[src/rtl/spi_pkg.sv]
// Shared widths and FSM state encoding for the SPI burst controller.
package spi_pkg;
    localparam int SPI_BYTE_W = 8;
    localparam int SPI_MODE_W = 3;

    typedef enum logic [2:0] {
        ST_IDLE,
        ST_SETUP,
        ST_XFER,
        ST_GAP,
        ST_FINISH
    } burst_state_t;
endpackage

[src/rtl/sync_fifo.sv]
// Single-clock FIFO with first-word fall-through head and occupancy count.
module sync_fifo #(
    parameter int WIDTH = 8,
    parameter int DEPTH = 8
) (
    input  logic                       clk,
    input  logic                       reset,
    input  logic                       push,
    input  logic [WIDTH-1:0]           push_data,
    input  logic                       pop,
    output logic [WIDTH-1:0]           head,
    output logic [$clog2(DEPTH):0]     count
);
    localparam int AW = $clog2(DEPTH);
    localparam logic [AW:0] FULL_CNT = (AW+1)'(DEPTH);

    logic [WIDTH-1:0] mem [DEPTH];
    logic [AW:0]      wptr, rptr;
    logic             full, empty, do_push, do_pop;

    // Extra MSB on each pointer distinguishes full from empty.
    assign count   = wptr - rptr;
    assign full    = (count == FULL_CNT);
    assign empty   = (wptr == rptr);
    assign do_push = push && !full;
    assign do_pop  = pop && !empty;
    assign head    = mem[rptr[AW-1:0]];

    always_ff @(posedge clk or posedge reset) begin
        if (reset) begin
            wptr <= '0;
            rptr <= '0;
        end else begin
            if (do_push) wptr <= wptr + 1'b1;
            if (do_pop)  rptr <= rptr + 1'b1;
        end
    end

    always_ff @(posedge clk) begin
        if (do_push) mem[wptr[AW-1:0]] <= push_data;
    end
endmodule

[src/rtl/spi_burst_ctrl.sv]
// Burst controller: streams queued TX bytes through the SPI engine under one
// chip-select assertion and collects the returned bytes into an RX FIFO.
module spi_burst_ctrl
    import spi_pkg::*;
#(
    parameter int DEPTH      = 8,
    parameter int GAP_CYCLES = 2
) (
    input  logic                  clk,
    input  logic                  reset,
    input  logic                  wr_valid,
    input  logic [SPI_BYTE_W-1:0] wr_data,
    output logic                  wr_ready,
    input  logic                  start,
    input  logic [SPI_MODE_W-1:0] mode_in,
    output logic                  busy,
    output logic                  burst_done,
    output logic                  rd_valid,
    output logic [SPI_BYTE_W-1:0] rd_data,
    input  logic                  rd_ready,
    output logic                  spi_enable,
    output logic [SPI_BYTE_W-1:0] spi_tx,
    output logic [SPI_MODE_W-1:0] spi_mode,
    input  logic                  spi_done,
    input  logic [SPI_BYTE_W-1:0] spi_rx,
    output logic                  cs_n
);
    localparam int AW = $clog2(DEPTH);
    localparam logic [AW:0] FULL_CNT = (AW+1)'(DEPTH);
    localparam logic [AW:0] LAST_CNT = (AW+1)'(DEPTH - 1);
    localparam logic [3:0]  GAP_LOAD = 4'(GAP_CYCLES);

    burst_state_t          state;
    logic [3:0]            gap_cnt;
    logic [AW:0]           tx_count, rx_count;
    logic [SPI_BYTE_W-1:0] tx_head;
    logic                  tx_empty, rx_full, rx_push;

    assign tx_empty = (tx_count == '0);
    assign rx_full  = (rx_count == FULL_CNT);
    assign wr_ready = (tx_count != FULL_CNT);
    assign rd_valid = (rx_count != '0);
    assign rx_push  = (state == ST_XFER) && spi_done;

    sync_fifo #(.WIDTH(SPI_BYTE_W), .DEPTH(DEPTH)) u_tx_fifo (
        .clk       (clk),
        .reset     (reset),
        .push      (wr_valid),
        .push_data (wr_data),
        .pop       (state == ST_SETUP),
        .head      (tx_head),
        .count     (tx_count)
    );

    sync_fifo #(.WIDTH(SPI_BYTE_W), .DEPTH(DEPTH)) u_rx_fifo (
        .clk       (clk),
        .reset     (reset),
        .push      (rx_push),
        .push_data (spi_rx),
        .pop       (rd_ready),
        .head      (rd_data),
        .count     (rx_count)
    );

    always_ff @(posedge clk or posedge reset) begin
        if (reset) begin
            state      <= ST_IDLE;
            gap_cnt    <= '0;
            cs_n       <= 1'b1;
            spi_enable <= 1'b0;
            spi_tx     <= '0;
            spi_mode   <= '0;
            busy       <= 1'b0;
            burst_done <= 1'b0;
        end else begin
            burst_done <= 1'b0;
            case (state)
                ST_IDLE: begin
                    if (start && !tx_empty) begin
                        spi_mode <= mode_in;
                        cs_n     <= 1'b0;
                        busy     <= 1'b1;
                        state    <= ST_SETUP;
                    end
                end
                ST_SETUP: begin
                    spi_tx     <= tx_head;
                    spi_enable <= 1'b1;
                    state      <= ST_XFER;
                end
                ST_XFER: begin
                    if (spi_done) begin
                        spi_enable <= 1'b0;
                        if (tx_empty) begin
                            cs_n       <= 1'b1;
                            burst_done <= 1'b1;
                            state      <= ST_FINISH;
                        end else if (GAP_CYCLES == 0 && rx_count < LAST_CNT) begin
                            // Zero gap and RX still has room after this push.
                            state <= ST_SETUP;
                        end else begin
                            gap_cnt <= GAP_LOAD;
                            state   <= ST_GAP;
                        end
                    end
                end
                ST_GAP: begin
                    if (gap_cnt > 4'd1) begin
                        gap_cnt <= gap_cnt - 4'd1;
                    end else begin
                        // Count expired: wait here for the consumer to free an RX slot.
                        gap_cnt <= '0;
                        if (!rx_full) state <= ST_SETUP;
                    end
                end
                ST_FINISH: begin
                    busy  <= 1'b0;
                    state <= ST_IDLE;
                end
                default: state <= ST_IDLE;
            endcase
        end
    end
endmodule

[config.mk]
export PLATFORM = sky130hd
export DESIGN_NAME = spi_burst_ctrl
export DESIGN_NICKNAME = d
export VERILOG_FILES = /design/src/rtl/spi_pkg.sv /design/src/rtl/sync_fifo.sv /design/src/rtl/spi_burst_ctrl.sv
export SDC_FILE = /design/constraint.sdc
export NUM_CORES = 1
export LEC_CHECK = 0
export CORE_ASPECT_RATIO = 0.7
export CORE_MARGIN = 2
export CORE_UTILIZATION = 35
export CTS_BUF_LIST = sky130_fd_sc_hd__clkbuf_8
export DETAILED_ROUTE_END_ITERATION = 10
export GPL_TIMING_DRIVEN = 1
export HOLD_SLACK_MARGIN = 0.08
export SLEW_MARGIN = 20
export SYNTH_ARGS = -nofsm -noshare
export SYNTH_HDL_FRONTEND = slang
export SYNTH_SLANG_ARGS = --single-unit
export TNS_END_PERCENT = 30
[constraint.sdc]
create_clock -name clk -period 3.7 [get_ports clk]
set_clock_uncertainty 0.2 [all_clocks]
set_input_delay 0.555 -clock clk [delete_from_list [all_inputs] [get_ports clk]]
set_output_delay 0.555 -clock clk [all_outputs]
set_load 0.02 [all_outputs]
==> results of run 1 <==
[cell usage after synthesis (2+ instances only)]
master / count / area, um^2
xor2_1: 6 / 52.6
nand2b_1: 7 / 43.8
a22oi_1: 2 / 15.0
clkinv_1: 2 / 7.51
nand4_1: 4 / 25.0
nor2_1: 23 / 86.3
nand3b_1: 4 / 30.0
clkbuf_1: 6 / 22.5
nor2b_1: 3 / 18.8
o31ai_1: 2 / 15.0
mux4_2: 32 / 721
nand2_1: 60 / 225
dfrtp_1: 37 / 926
buf_1: 4 / 15.0
ha_1: 12 / 150
xnor2_1: 12 / 105
o21ai_0: 5 / 25.0
nor4_1: 7 / 43.8
a21o_1: 2 / 15.0
mux2_2: 2 / 22.5
a21oi_1: 6 / 30.0
nand3_1: 2 / 10.0
a31oi_1: 9 / 56.3
buf_2: 7 / 35.0
edfxtp_1: 128 / 3840
nor3_1: 7 / 35.0
mux2_1: 3 / 33.8
inv_1: 15 / 56.3
[cell type report]
cell class              count  area, um^2
fillers                  1732       10900
multi-input cells         226        1910
flip-flops and latches    166        4800
well taps                 264         330
clock buffers              17         234
repair buffers             74         678
inverters                  17        65.1
clock inverters            15         114
[sequential cells by signal, indices dropped and copies added, names as in the netlist, 3 cells and up]
name            count
state               3
spi_tx              8
u_rx_fifo.wptr      4
u_tx_fifo.wptr      4
u_tx_fifo.mem      64
gap_cnt             4
spi_mode            3
u_rx_fifo.rptr      4
u_tx_fifo.rptr      4
u_rx_fifo.mem      64
[final timing paths]
path | start | to | depth (start not counted)
worst max-delay path | u_tx_fifo.wptr[2] | wr_ready | 5
worst min-delay path | reset | u_tx_fifo.wptr[1] | 2
worst max register to register | u_tx_fifo.wptr[2] | u_tx_fifo.mem[7][6] | 6
worst min register to register | u_tx_fifo.rptr[3] | u_tx_fifo.rptr[3] | 1
max in group asynchronous | reset | spi_tx[7] | 3
min in group clk | u_tx_fifo.rptr[3] | u_tx_fifo.rptr[3] | 1
[critical path, cell delays in order, from the launching register on]
cell and delay, ns:
dfrtp_1 0.46, ha_1 0.39, a21oi_1 0.21, a21oi_1 0.14, or4_1 0.49, clkdlybuf4s50_1 0.56
[cell families after synthesis]
kind of cell,synth area share (%)
AO/OA/AOI/OAI,3.75
XOR/XNOR,2.30
adder cells (fa/ha/maj),2.19
buffers and inverters,2.10
flip-flops,70.0
multiplexers,11.3
AND/OR/NAND/NOR,8.28
[per-layer routing]
metal / vias up / GRT usage, % / share of wire (%)
li1: 1765 / - / -
met1: 1861 / 20.0 / 48
met2: 89 / 21.4 / 46
met3: 8 / 3.82 / 4.6
met4: 0 / 3.55 / 0.96
met5: - / 0 / 0
[power by group]
part / switching [mW] / internal [mW]
Clock: 0.699 / 0.477
Sequential: 0.240 / 2.39
Combinational: 1.43 / 1.21
==> metrics, run 1 <==
# IOs 50; YS warnings 0; worst rel slew slack between 50% and 60%; pwr dens 793 nW/um^2; max_cap viols 0; Pwr Total 6.44 mW; Final Hold Fails 0; Area growth, synth to finish 18.7%; DIE AREA 20700 um^2; CTS sink count around 170; WP data arrival roughly 2.7 ns; cell area after layout 8130 um^2; Placement Cell Area a little under 8000 um^2; First DRT Iteration DRCs 223; most common cell after layout, fill and taps aside edfxtp_1; Async SR Flop Fraction 22.9%; vias per cell roughly 4.8; crit path launch type flip-flop; Worst R2R Setup Slack 0.95 ns; Antenna diodes 0; DR WL/cell 17.2 um; Worst Path Required 2.94 ns; Num CTS Buffers 17; GP Congestion 0.718; vias in the first global route 3916; worst hold margin 0.258 ns; CTS tree yes; mapped cell area 6850 um^2; Clock Pin Slew Worst Setup and Hold Paths 0.09 ns; DP Cell Count 747; layout cells sized above 1 a little under a fifth; Clock Tree Root clkbuf_8; initial core utilization a little over a third; Layout Utilization 42.7%; Yosys reg bits 166; Worst Hold Class in -> async; clock tree buffer depth 2; Vert. Die Dim 121 um; Post-Layout Cell Count 779; GRT overflow 0; Total Routing Usage GR 14.0%; Yosys cell types 46; Mean Syn Cell Area 16.0 um^2; Cells after Synth 427; kind of end point of the critical path output port; first-pass GRT wire length roughly 21000 um; aggregate routed wire length 13400 um; setup bufs post-CTS 0; Core ar. 19000 um^2; Routed Antenna Nets 0; setup_tns 0 ns; Tightest Pin Transition 0.622 ns; final-report max-slew violation count 0; total number of vias roughly 3700; post-layout worst setup margin around 0.26 ns; Crit Path Max Fanout 8; maximum vdd ir drop 0.000453 V; port buffer count between 40 and 50; post-layout net count approximately 540; DRT Pass-1 Iters 5; Rows 42; fmax 0.290 GHz; number of flops mapped to enable cells by yosys 128; htree depth 4; syn_nets 464; leakage 2.86 nW; Primary FF master, synth edfxtp_1; most frequent cells in the layout edfxtp_1 (128), nand2_1 (60), clkdlybuf4s50_1 (49); # hold bufs at CTS 0; largest net degree at the start of global routing 30; cts repair resizes 0; initial antenna violation count 0; status finished, final reports clean; dpl ws 0.739 ns; Setup Crit Path Kind reg -> out; final setup fails 0; fin crit share 93.0%; sequential area share after synthesis 70.0%; DPL Wire Length 8660 um; Clk Latency, worst-skew pair 0.45 ns; # DRC 0; Die Span X 171 um; RSZ-0062 raised after global routing false; final worst path period need 3.44 ns
(Power assumes the default switching activity.)
==> run 2: changes to the inputs <==
--- a/config.mk
+++ b/config.mk
@@ -10,10 +10,10 @@
 export CORE_UTILIZATION = 35
 export CTS_BUF_LIST = sky130_fd_sc_hd__clkbuf_8
 export DETAILED_ROUTE_END_ITERATION = 10
-export GPL_TIMING_DRIVEN = 1
 export HOLD_SLACK_MARGIN = 0.08
 export SLEW_MARGIN = 20
 export SYNTH_ARGS = -nofsm -noshare
 export SYNTH_HDL_FRONTEND = slang
+export SYNTH_HIERARCHICAL = 1
 export SYNTH_SLANG_ARGS = --single-unit
 export TNS_END_PERCENT = 30
==> run 2 against run 1 <==
Combinational power grew 14%. Global-route usage shrank 0.15 points. Routed wire length grew 4.6%. Worst setup slack lost 0.034 ns. Area after synthesis grew 3.6%. Via count grew 4.9%. Critical path depth grew 1. Cell area grew 3.7%. Non-clock buffer count shrank 2. Utilization shrank 0.27 points. Clock power grew 7%. Sequential power is essentially flat. Largest cell class unchanged. Largest power group unchanged. Highest routed layer unchanged.
==> metrics, run 2 <==
status finished, final reports clean; most common cell after layout, fill and taps aside edfxtp_1; cell taking the most area after synthesis edfxtp_1; Yosys cell types between 50 and 60; clock tree buffer depth 2; worst rel slew slack about 42%; GP Congestion 0.789; DR WL/cell 17.7 um; First DRT Iteration DRCs 262; share of the synthesized area in the top cell type 54.2%; leakage 3.00 nW; maximum vdd ir drop 0.000307 V; Tightest Pin Transition 0.867 ns; initial core utilization 35.7%; mapped cell area 7100 um^2; final worst path period need 3.48 ns; Die Span X between 150 and 200 um; top-count cell post-synth edfxtp_1; CTS tree yes; DP Cell Count 761; htree depth 4; CTS sink count 166; DRT Pass-1 Iters 4; Primary FF master, synth edfxtp_1; vias per cell 4.92; vias in the first global route 3972; aggregate routed wire length 14000 um; crit path launch type flip-flop; area share of fa/ha/maj cells after synthesis 2.68%; DIE AREA approximately 21000 um^2; post-layout net count 549; fmax around 0.29 GHz; RSZ-0062 raised after global routing false; total number of vias 3905; Mean Syn Cell Area 16.4 um^2; setup_tns 0 ns; Routed Antenna Nets 0; max_cap viols 0; setup bufs post-CTS 0; Clock Tree Root clkbuf_8; WP data arrival 2.72 ns; fin crit share 93.9%; Cells after Synth 434; GRT overflow 0; Async SR Flop Fraction 22.9%; Synth Area in Compound Gates 3.76%; Core ar. approximately 20000 um^2; most frequent cells in the layout edfxtp_1 (128), nand2_1 (64), clkdlybuf4s50_1 (48); # DRC 0; syn_nets 473; Clk Latency, worst-skew pair approximately 0.46 ns; Vert. Die Dim 123 um; worst r2r path cells 8; first-pass GRT wire length 22000 um; simple-gate share of the synthesized area a little under a tenth; # hold bufs at CTS 0; Worst Hold Class in -> async; Area growth, synth to finish 18.7%; Final Hold Fails 0; mux cell area share after synthesis 12.6%; Post-Synth XOR/XNOR Area 1.85%; initial antenna violation count 1; Yosys reg bits between 150 and 200; top cells by count, synth edfxtp_1 (128), nand2_1 (64), dfrtp_1 (37), mux4_2 (32), inv_1 (15); Total Routing Usage GR between 10% and 20%; largest net degree at the start of global routing 23; kind of end point of the critical path output port; number of flops mapped to enable cells by yosys 128; Worst Path Required 2.94 ns; final-report max-slew violation count 0; YS warnings 6; Rows 43; Setup Crit Path Kind reg -> out; Clock Pin Slew Worst Setup and Hold Paths 0.09 ns; sequential area share after synthesis 67.6%; port buffer count around 50; layout cells sized above 1 22.8%; Post-Layout Cell Count a little under 800; Num CTS Buffers 17; pwr dens 818 nW/um^2; main combinational cell family by area after synthesis multiplexers; top cells by area, synth edfxtp_1 (54%), dfrtp_1 (13%), mux4_2 (10%), nand2_1 (3.4%), ha_1 (2.1%); # IOs 50; Crit Path Max Fanout 9; DPL Wire Length 9680 um; final setup fails 0
-- run 2: cell types whose count changed in the layout (fill, tap and decap cells not counted), moves of 5 or more --
cell     delta
nor2_1      -9
a31oi_1     -7
mux2_2      +6
nor3_1      +5
-- run 2: routing by layer --
layer  routed length [um]  global-route usage (%)
met5                    0                       0
met4                  114                    3.47
met3                  690                    4.67
met2                 6390                    20.7
met1                 6830                    19.7
-- run 2: power by group --
part           leakage (nW)  total (mW)  switching, mW  internal (mW)
clock network         0.199        1.26          0.754          0.505
registers              1.61        2.62          0.251           2.37
logic                  1.18        3.01           1.65           1.36
total                  3.00        6.89           2.66           4.23
-- run 2: kinds of logic (layout without fill, tap and decap cells) --
kind of cell / after synthesis / in the layout
muxes: 46 / 46
adders and majority gates: 14 / 14
xor gates and xnor gates: 15 / 15
other: 0 / 1
AOI/OAI and AO/OA: 32 / 32
and+or+nand+nor: 127 / 127
buffers and inverters: 34 / 123
DFF: 166 / 166
-- run 2: worst max-delay path: stages (launching register included) --
cell and delay [ns]:
dfrtp_1 0.49, ha_1 0.42, nand3b_1 0.18, a21oi_2 0.38
nor2_1 0.11, nand2b_1 0.15, clkdlybuf4s50_1 0.55
-- run 2: what timing repair did --
item                                    in CTS  in global routing
endpoints found under the hold margin        0                  0
pin swaps                                    0                  0
endpoints found under the setup margin       1                  2
gates resized for setup                      1                  5
gates cloned                                 0                  0
-- run 2: worst paths after layout --
path | start | slack, ns | to
setup / recovery | u_rx_fifo/wptr[2] | 0.22 | rd_valid
hold / removal | reset | 0.22 | u_rx_fifo/wptr[0]
setup reg to reg | u_tx_fifo/wptr[0] | 0.68 | u_tx_fifo/mem[7][4]
hold reg to reg | spi_tx[0] | 0.32 | spi_tx[0]
max in group asynchronous | reset | 2.31 | spi_tx[3]
min in group clk | spi_tx[0] | 0.32 | spi_tx[0]
-- run 2: layout make-up --
class / instances / area, um^2
fill: 1769 / 11400
multi-input combinational: 234 / 2160
antenna: 1 / 2.50
sequential: 166 / 4800
inverter: 19 / 71.3
tap: 270 / 338
clock inverter: 15 / 154
clock buffer: 17 / 234
timing repair buffer: 72 / 666
-- run 2: stage by stage --
step	utilization [%]	instance area (um^2)	total power [mW]	setup WS, ns	hold WS, ns
after global placement	40.3	8010	5.56	0.585	0.293
after floorplan	-	7100	4.70	0.296	0.171
after detailed placement	40.3	8010	5.66	0.457	0.296
after CTS	42.3	8400	6.94	0.0490	0.203
final	42.4	8430	6.89	0.224	0.225
after global routing	42.4	8420	7.35	0.0321	0.211
